--- src/rtl/lp805x_synctrl_pkg.sv ---
// Shared definitions for the lp805x multi-channel SFR get/put handshake controller:
// state encoding, legal parameter ranges and the timeout counter width helper.
package lp805x_synctrl_pkg;

   typedef logic [1:0] state_t;

   localparam state_t ST_IDLE = 2'd0;
   localparam state_t ST_GET  = 2'd1;
   localparam state_t ST_PUT  = 2'd2;

   localparam int CHANNELS_MIN  = 1;
   localparam int CHANNELS_MAX  = 16;
   localparam int PUT_DELAY_MIN = 1;
   localparam int PUT_DELAY_MAX = 8;
   localparam int TIMEOUT_MIN   = 2;
   localparam int TIMEOUT_MAX   = 65535;

   function automatic int cnt_width(input int timeout);
      return $clog2(timeout + 1);
   endfunction

endpackage

--- src/rtl/lp805x_synctrl_if.sv ---
// Per-channel handshake, flag and busy signals between the CPU/peripheral side
// (master) and the lp805x_synctrl_mc controller (slave).
interface lp805x_synctrl_if #(
   parameter int CHANNELS = 4
);

   logic [CHANNELS-1:0] read;
   logic [CHANNELS-1:0] sfr_prrdy;
   logic [CHANNELS-1:0] sfr_pwrdy;
   logic [CHANNELS-1:0] sfr_pget;
   logic [CHANNELS-1:0] sfr_pput;
   logic [CHANNELS-1:0] ovr_clr;
   logic [CHANNELS-1:0] sfr_ovr;
   logic [CHANNELS-1:0] tmo_clr;
   logic [CHANNELS-1:0] sfr_tmo;
   logic                sfr_busy;

   modport master (
      output read, sfr_prrdy, sfr_pwrdy, ovr_clr, tmo_clr,
      input  sfr_pget, sfr_pput, sfr_ovr, sfr_tmo, sfr_busy
   );

   modport slave (
      input  read, sfr_prrdy, sfr_pwrdy, ovr_clr, tmo_clr,
      output sfr_pget, sfr_pput, sfr_ovr, sfr_tmo, sfr_busy
   );

endinterface

--- src/rtl/lp805x_synctrl_ch.sv ---
// Single handshake channel: IDLE/GET/PUT FSM, put delay line, sticky overrun flag
// and, with LP805X_SYNCTRL_TIMEOUT_EN defined, the stall counter and timeout flag.
module lp805x_synctrl_ch
   import lp805x_synctrl_pkg::*;
#(
   parameter int PUT_DELAY = 2,
   parameter int TIMEOUT   = 255
) (
   input  logic clk,
   input  logic rst,
   input  logic read,
   input  logic prrdy,
   input  logic pwrdy,
   input  logic ovr_clr,
   input  logic tmo_clr,
   output logic pget,
   output logic pput,
   output logic ovr,
   output logic tmo,
   output logic busy
);

   state_t               state;
   logic [PUT_DELAY-1:0] dly;
   logic                 accept;
   logic                 launch;
   logic                 tmo_hit;

   assign accept = (state == ST_GET) & read & pwrdy;
   // The token enters the delay line one cycle after accept, so the pulse lands
   // PUT_DELAY edges after the accepting edge.
   assign launch = (state == ST_PUT) & ~|dly;

   assign pget = (state == ST_GET);
   assign pput = dly[PUT_DELAY-1];
   assign busy = pget | (state == ST_PUT);

`ifdef LP805X_SYNCTRL_TIMEOUT_EN
   localparam int CW = cnt_width(TIMEOUT);

   logic [CW-1:0] cnt;

   assign tmo_hit = (state == ST_GET) & (cnt == CW'(TIMEOUT - 1)) & ~prrdy & ~accept;

   always_ff @(posedge clk) begin
      if (rst) begin
         cnt <= '0;
         tmo <= 1'b0;
      end else begin
         if (prrdy || state != ST_GET)
            cnt <= '0;
         else if (cnt != {CW{1'b1}})
            cnt <= cnt + 1'b1;

         if (tmo_hit)
            tmo <= 1'b1;
         else if (tmo_clr)
            tmo <= 1'b0;
      end
   end
`else
   logic unused_cfg;

   assign unused_cfg = tmo_clr ^ (TIMEOUT == 0);
   assign tmo_hit    = 1'b0;
   assign tmo        = 1'b0;
`endif

   always_ff @(posedge clk) begin
      if (rst) begin
         state <= ST_IDLE;
         dly   <= '0;
         ovr   <= 1'b0;
      end else begin
         if (prrdy) begin
            state <= ST_GET;
            dly   <= '0;
         end else if (accept) begin
            state <= ST_PUT;
            dly   <= '0;
         end else if (tmo_hit) begin
            state <= ST_IDLE;
         end else if (state == ST_PUT) begin
            dly <= (dly << 1) | PUT_DELAY'(launch);
            if (dly[PUT_DELAY-1])
               state <= ST_IDLE;
         end else if (state != ST_IDLE && state != ST_GET) begin
            state <= ST_IDLE;
         end

         if (prrdy && state == ST_GET)
            ovr <= 1'b1;
         else if (ovr_clr)
            ovr <= 1'b0;
      end
   end

endmodule

--- src/rtl/lp805x_synctrl_mc.sv ---
// Multi-channel SFR transfer handshake controller: CHANNELS independent get/put
// channels reduced to one busy flag. Optional stall timeout: LP805X_SYNCTRL_TIMEOUT_EN.
module lp805x_synctrl_mc
   import lp805x_synctrl_pkg::*;
#(
   parameter int CHANNELS  = 4,
   parameter int PUT_DELAY = 2,
   parameter int TIMEOUT   = 255
) (
   input  logic                 clk,
   input  logic                 rst,
   lp805x_synctrl_if.slave      bus
);

   generate
      if (CHANNELS < CHANNELS_MIN || CHANNELS > CHANNELS_MAX) begin : g_bad_channels
         $error("lp805x_synctrl_mc: CHANNELS out of range");
      end
      if (PUT_DELAY < PUT_DELAY_MIN || PUT_DELAY > PUT_DELAY_MAX) begin : g_bad_delay
         $error("lp805x_synctrl_mc: PUT_DELAY out of range");
      end
`ifdef LP805X_SYNCTRL_TIMEOUT_EN
      if (TIMEOUT < TIMEOUT_MIN || TIMEOUT > TIMEOUT_MAX) begin : g_bad_timeout
         $error("lp805x_synctrl_mc: TIMEOUT out of range");
      end
`endif
   endgenerate

   logic [CHANNELS-1:0] pget;
   logic [CHANNELS-1:0] pput;
   logic [CHANNELS-1:0] ovr;
   logic [CHANNELS-1:0] tmo;
   logic [CHANNELS-1:0] busy;

   for (genvar i = 0; i < CHANNELS; i++) begin : g_ch
      lp805x_synctrl_ch #(
         .PUT_DELAY (PUT_DELAY),
         .TIMEOUT   (TIMEOUT)
      ) u_ch (
         .clk     (clk),
         .rst     (rst),
         .read    (bus.read[i]),
         .prrdy   (bus.sfr_prrdy[i]),
         .pwrdy   (bus.sfr_pwrdy[i]),
         .ovr_clr (bus.ovr_clr[i]),
         .tmo_clr (bus.tmo_clr[i]),
         .pget    (pget[i]),
         .pput    (pput[i]),
         .ovr     (ovr[i]),
         .tmo     (tmo[i]),
         .busy    (busy[i])
      );
   end

   assign bus.sfr_pget = pget;
   assign bus.sfr_pput = pput;
   assign bus.sfr_ovr  = ovr;
   assign bus.sfr_tmo  = tmo;
   assign bus.sfr_busy = |busy;

endmodule

--- src/flat_wrapper.sv ---
// flat-port wrapper written by rule: the top's interface ports become plain ports
module lp805x_synctrl_mc_flat import lp805x_synctrl_pkg::*;
#(
   parameter int CHANNELS  = 4,
   parameter int PUT_DELAY = 2,
   parameter int TIMEOUT   = 255
)
  (clk, rst, bus_read, bus_sfr_prrdy, bus_sfr_pwrdy, bus_ovr_clr, bus_tmo_clr, bus_sfr_pget, bus_sfr_pput, bus_sfr_ovr, bus_sfr_tmo, bus_sfr_busy);
  lp805x_synctrl_if #(.CHANNELS(CHANNELS)) bus_i ();
  input  logic clk;
  input  logic rst;
  input wire logic [$bits(bus_i.read)-1:0] bus_read;
  input wire logic [$bits(bus_i.sfr_prrdy)-1:0] bus_sfr_prrdy;
  input wire logic [$bits(bus_i.sfr_pwrdy)-1:0] bus_sfr_pwrdy;
  input wire logic [$bits(bus_i.ovr_clr)-1:0] bus_ovr_clr;
  input wire logic [$bits(bus_i.tmo_clr)-1:0] bus_tmo_clr;
  output wire logic [$bits(bus_i.sfr_pget)-1:0] bus_sfr_pget;
  output wire logic [$bits(bus_i.sfr_pput)-1:0] bus_sfr_pput;
  output wire logic [$bits(bus_i.sfr_ovr)-1:0] bus_sfr_ovr;
  output wire logic [$bits(bus_i.sfr_tmo)-1:0] bus_sfr_tmo;
  output wire logic [$bits(bus_i.sfr_busy)-1:0] bus_sfr_busy;
  assign bus_i.read = bus_read;
  assign bus_i.sfr_prrdy = bus_sfr_prrdy;
  assign bus_i.sfr_pwrdy = bus_sfr_pwrdy;
  assign bus_i.ovr_clr = bus_ovr_clr;
  assign bus_i.tmo_clr = bus_tmo_clr;
  assign bus_sfr_pget = bus_i.sfr_pget;
  assign bus_sfr_pput = bus_i.sfr_pput;
  assign bus_sfr_ovr = bus_i.sfr_ovr;
  assign bus_sfr_tmo = bus_i.sfr_tmo;
  assign bus_sfr_busy = bus_i.sfr_busy;
  lp805x_synctrl_mc #(.CHANNELS(CHANNELS), .PUT_DELAY(PUT_DELAY), .TIMEOUT(TIMEOUT)) u_core (.clk(clk), .rst(rst), .bus(bus_i));
endmodule
--- config.mk ---
export PLATFORM = sky130hd
export DESIGN_NAME = lp805x_synctrl_mc_flat
export DESIGN_NICKNAME = d
export VERILOG_FILES = /design/src/rtl/lp805x_synctrl_pkg.sv /design/src/rtl/lp805x_synctrl_if.sv /design/src/rtl/lp805x_synctrl_ch.sv /design/src/rtl/lp805x_synctrl_mc.sv /design/src/flat_wrapper.sv
export SDC_FILE = /design/constraint.sdc
export NUM_CORES = 1
export LEC_CHECK = 0
export CAP_MARGIN = 40
export CORE_UTILIZATION = 40
export DETAILED_ROUTE_END_ITERATION = 10
export PLACE_DENSITY = 0.8
export SYNTH_ARGS = -nofsm -noshare
export SYNTH_HDL_FRONTEND = slang
export SYNTH_SLANG_ARGS = --single-unit
--- constraint.sdc ---
create_clock -name clk -period 2 [get_ports clk]
set_clock_uncertainty 0.05 [all_clocks]
set_input_delay 0.5 -clock clk [delete_from_list [all_inputs] [get_ports clk]]
set_output_delay 0.5 -clock clk [all_outputs]
set_load 0.05 [all_outputs]
=== Word level (Yosys, flattened, before mapping) ===
Index checks and enable logic that the tools add are counted.

* Word-level logic and storage cells: 133
* Output and inout port bits: 17
* Bits in latches: 0
* Bits in registers: 20
* Memory bits (writable): 0
* Bits of input ports: 22
* Memory bits (read-only): 0
* Memories: 0

* Multipliers: 0
* Div/mod/pow operators: 0
* Mux-type cells: 28
* Eq/ne operators: 20
* Order comparisons: 0
* Shifts and indexed selects: 0
* Reductions and logical operators: 49
* Add/sub/neg operators: 0
* Bitwise logic cells: 20

{| class="wikitable"
|+ Operator list
! kind !! count
|-
| $mux W2 || 16
|-
| $ne A4 B4 Y1 const B || 4
|-
| $reduce_and A2 Y1 || 8
|-
| $reduce_bool A2 Y1 || 8
|-
| $reduce_bool A4 Y1 || 4
|-
| $reduce_or A2 Y1 || 8
|-
| $and A1 B1 Y1 || 12
|-
| $mux W1 || 12
|-
| $ne A3 B3 Y1 const B || 4
|-
| $reduce_bool A3 Y1 || 4
|-
| $reduce_or A3 Y1 || 4
|-
| $eq A2 B1 Y1 const B || 4
|-
| $eq A2 B2 Y1 const B || 4
|-
| $logic_and A1 B1 Y1 || 8
|-
| $ne A2 B1 Y1 const B || 4
|-
| $or A2 B1 Y2 || 4
|-
| $logic_not A1 Y1 || 4
|-
| $or A1 B1 Y1 || 4
|-
| $reduce_or A4 Y1 || 1
|}

=== Longest topological paths before layout ===
* Word-level depth: 6
* Gate-level depth with buffers: 5
* Depth with buffers taken out: 5

=== Cells and area by module ===
A second synthesis with hierarchy kept.

* Cells, all modules: 129
* Area total of the unflattened synthesis: 1138.6 sq um

{| class="wikitable"
|+ Modules (own cells, without submodules)
! module !! area an instance (sq um) !! cells an instance !! instances !! seq. area each (sq um)
|-
| lp805x_synctrl_ch || 282.8 || 32 || 4 || 100.1
|-
| lp805x_synctrl_mc || 7.5 || 1 || 1 || 0.0
|}

=== Least setup slack after synthesis ===
OpenSTA, ideal clock, no wires.

* Path kind: register to output
* Start: register u_core.g_ch[2].u_ch.state[0]
* End: output bus_sfr_busy
* Stages on the path, launching flop included: 4
* Data required time: 1.450 ns
* Arrival time: 1.451 ns
* Slack: -0.001 ns
* Buffers on the path: 0
* Cell sequence: dfxtp_1 inv_1 ha_1 or4_1

* Word-level cells in the longest chain between the ends: 3
* Elaborated cells between the ends (all ways): 4
* Classes of those cells: 2 x eq/ne; 1 x bitwise; 1 x reduce/logical

{| class="wikitable"
|+ RTL lines
! what !! RTL line !! RTL
|-
| start: declaration || lp805x_synctrl_ch.sv:23 || <nowiki>state_t state;</nowiki>
|-
| start signal: assignment || lp805x_synctrl_ch.sv:71 || <nowiki>state <= ST_IDLE;</nowiki>
|-
| start signal: assignment || lp805x_synctrl_ch.sv:76 || <nowiki>state <= ST_GET;</nowiki>
|-
| start signal: assignment || lp805x_synctrl_ch.sv:79 || <nowiki>state <= ST_PUT;</nowiki>
|-
| $eq A2 B1 Y1 or $eq A2 B2 Y1 (tied branches) || lp805x_synctrl_ch.sv:34, lp805x_synctrl_ch.sv:36 ||
|-
| $or A1 B1 Y1 * || lp805x_synctrl_ch.sv:36 || <nowiki>assign busy = pget | (state == ST_PUT);</nowiki>
|-
| $reduce_or A4 Y1 * || lp805x_synctrl_mc.sv:59 || <nowiki>assign bus.sfr_busy = |busy;</nowiki>
|-
| end: declaration || flat_wrapper.sv:21 || <nowiki>output wire logic [$bits(bus_i.sfr_busy)-1:0] bus_sfr_busy;</nowiki>
|}

Every way passes the cells marked *; elsewhere a longest branch is shown, timed or not.

=== Worst setup path in the final report ===
Same ends and word-level chain as after synthesis.

==> results.cfg <==
[outcome]
outcome = finished with violations
violations = negative setup slack

[floorplanning]
die_w_um = 56.6
core_um2 = 2780
die_h_um = 56.6
die_area_um2 = 3200
initial_core_util_pct = 42.8
num_io_pins = 39
rows = 19

[synth]
yosys_warnings = 0
synthFlopType = dfxtp_1
synth_cells = 137
synthTopCellsByArea = dfxtp_1 34%, ha_1 16%, buf_4 10%
netlist.area_leader.share_pct = 33.6
yosysTopAreaCell = dfxtp_1
ys_types = 22
ys_seq_area_share_pct = 33.6
ys_async_sr_fraction_pct = 0
synth_edf_count = 0
syn_avg_cell_area_um2 = 8.69
ys_ff_latch = 20
synth_area_um2 = 1190

[timing]
rsz0062_at_grt = true
worst_slack_ns = -0.183
setup_violations = 1
drv_slew = 0
fmax_mhz = 458
hold_violations = 0
layout_min_cycle_time_ns = 2.18
fin_crit_sh_pct = 109

[worst_setup_path]
end_kind = output pin
critPathMaxStageDelay_ns = 0.54
slowest_stage = or4_4
critPathMaxFanout = 2
crit_required_ns = 1.45
crit_arrival_ns = 1.63
critical_path_class = reg -> out
critical_path_buf_inv_count = 2
cp_top_family = simple AND/OR/NAND/NOR gates
path_cells = inv_2 -> ha_4 -> or4_4 -> buf_8
start_kind = flip-flop

[cts]
clk_path_buf_depth = 2
ctsHoldBuffers = 0
numCtsBuffers = 3
clk_latency_ns = 0.30
cts_tree = built
clkSlewWorstSetupHoldPaths_ns = 0.12
cts_sinks = 20
h-tree-depth = 1
clock-root-buffer = clkbuf_4

[final_layout]
layout-drive-gt1-share_pct = 31.2
area_delta_synth_final_pct = 38.2
nets = 208
regArea_um2 = 409
final_common_cell = buf_4
finalInstanceArea_um2 = 1650
final_cell_mix = 22 x buf_4, 17 x clkdlybuf4s50_1, 13 x dfxtp_1
fillCellCount = 248
final_cell_count_no_fill = 201
final_util_pct = 59.2
multi_input_area_um2 = 663
diodes = 0

[flow_run]
drv_cap = 0

[global_route]
overflow = 0
antenna_found_initial = 0
grt.total_usage_pct = 16.2
grt_pass1_vias = 1040
grt_max_degree = 19
grt_pass1_wl_mm = 4.19

[routing]
dr.pass1.iters = 4
drt_wl_total_mm = 2.47
drt_iter0_markers = 19
drc = 0
wl_per_cell_um = 12.3
detail-route-antenna-nets = 0
vias = 1017
vias_per_cell = 5.06

[power_and_ir_drop]
vdd_drop_max_mv = 0.606
total_power_mw = 1.01
p_leak_nw = 0.653
p_per_area_nw_per_um2 = 613

[worst_hold_path]
worstHoldPathType = reg -> reg

[place]
placed_cells = 190
io_buffer_count = 30
hpwl_mm = 1.81
dpl_cell_area_um2 = 1490
gp_congestion = 0.814
[cell families (layout without fill, tap and decap cells)]
family	after synthesis	after routing	synth area share [%]
simple gates	46	46	22.3
buf+inv	32	62	15.1
flops	20	20	33.6
compound gates	18	18	8.72
fa+ha+maj	15	15	15.8
mux	5	5	4.20
other cells	1	4	0.315
[final timing paths]
check | start | end | slack (ns) | cells past startpoint
max | u_core.g_ch[2].u_ch.state[0] | bus_sfr_busy | -0.18 | 4
max reg2reg | u_core.g_ch[2].u_ch.state[1] | u_core.g_ch[2].u_ch.state[0] | 0.25 | 6
min reg2reg | u_core.g_ch[0].u_ch.ovr | u_core.g_ch[0].u_ch.ovr | 0.43 | 2
min | u_core.g_ch[0].u_ch.ovr | u_core.g_ch[0].u_ch.ovr | 0.43 | 2
[per-layer routing]
| metal | GRT usage [%] | up-vias | routed length [µm] | share of wire (%) |
|---|---|---|---|---|
| li1 | - | 515 | - | - |
| met1 | 17.6 | 477 | 1030 | 42 |
| met2 | 30.4 | 25 | 1300 | 52 |
| met3 | 4.61 | 0 | 146 | 5.9 |
| met4 | 3.83 | 0 | 0 | 0 |
| met5 | 0 | - | 0 | 0 |
[worst register-to-register path, cell delays in order (launching register included)]
cell and delay (ns):
dfxtp_2 0.36, inv_2 0.05, buf_4 0.12, ha_1 0.26, and3_4 0.22, or4_1 0.46, a21oi_1 0.16
[power breakdown]
part | leakage (nW) | switching [mW] | internal, mW
combinational | 0.459 | 0.133 | 0.121
clock | 0.0279 | 0.134 | 0.202
sequential | 0.165 | 0.00706 | 0.412
total | 0.653 | 0.274 | 0.735
[flip-flops by register name (all words and copies together), names as in the netlist]
signal and count:
u_core.g_ch.u_ch.dly 8, u_core.g_ch.u_ch.state 8, u_core.g_ch.u_ch.ovr 4
[synth_stat cells (all sizes together) (4+ instances only)]
master / count
buf: 16
or4: 4
nor4: 6
nor2: 8
a31oi: 6
ha: 15
mux2i: 5
nand2: 9
dfxtp: 20
nand2b: 4
inv: 14
a21oi: 10
or3: 4
[metrics by stage]
step,hold slack (ns),TNS (ns),worst slack [ns]
final,0.431,-0.183,-0.183
after global routing,0.453,-0.247,-0.247
after CTS,0.435,-0.198,-0.198
after detailed placement,0.418,0,0.0383
after global placement,0.410,0,0.0492
after floorplan,0.395,0,0.126
[timing repair]
action,4_1_cts,5_1_grt
setup endpoints to repair,1,1
setup buffers,6,1
resized for setup,16,2
pin swaps,4,3
gates cloned,0,0
[layout make-up]
cell class / instances / share of cell area, %
Clock inverter: 1 / 1.82
Inverter: 14 / 3.19
Timing Repair Buffer: 44 / 26.1
Tap cell: 31 / 2.36
Clock buffer: 3 / 1.37
Sequential cell: 20 / 24.8
Multi-Input combinational cell: 88 / 40.3
No activity file was read; power rests on OpenSTA's default activity.
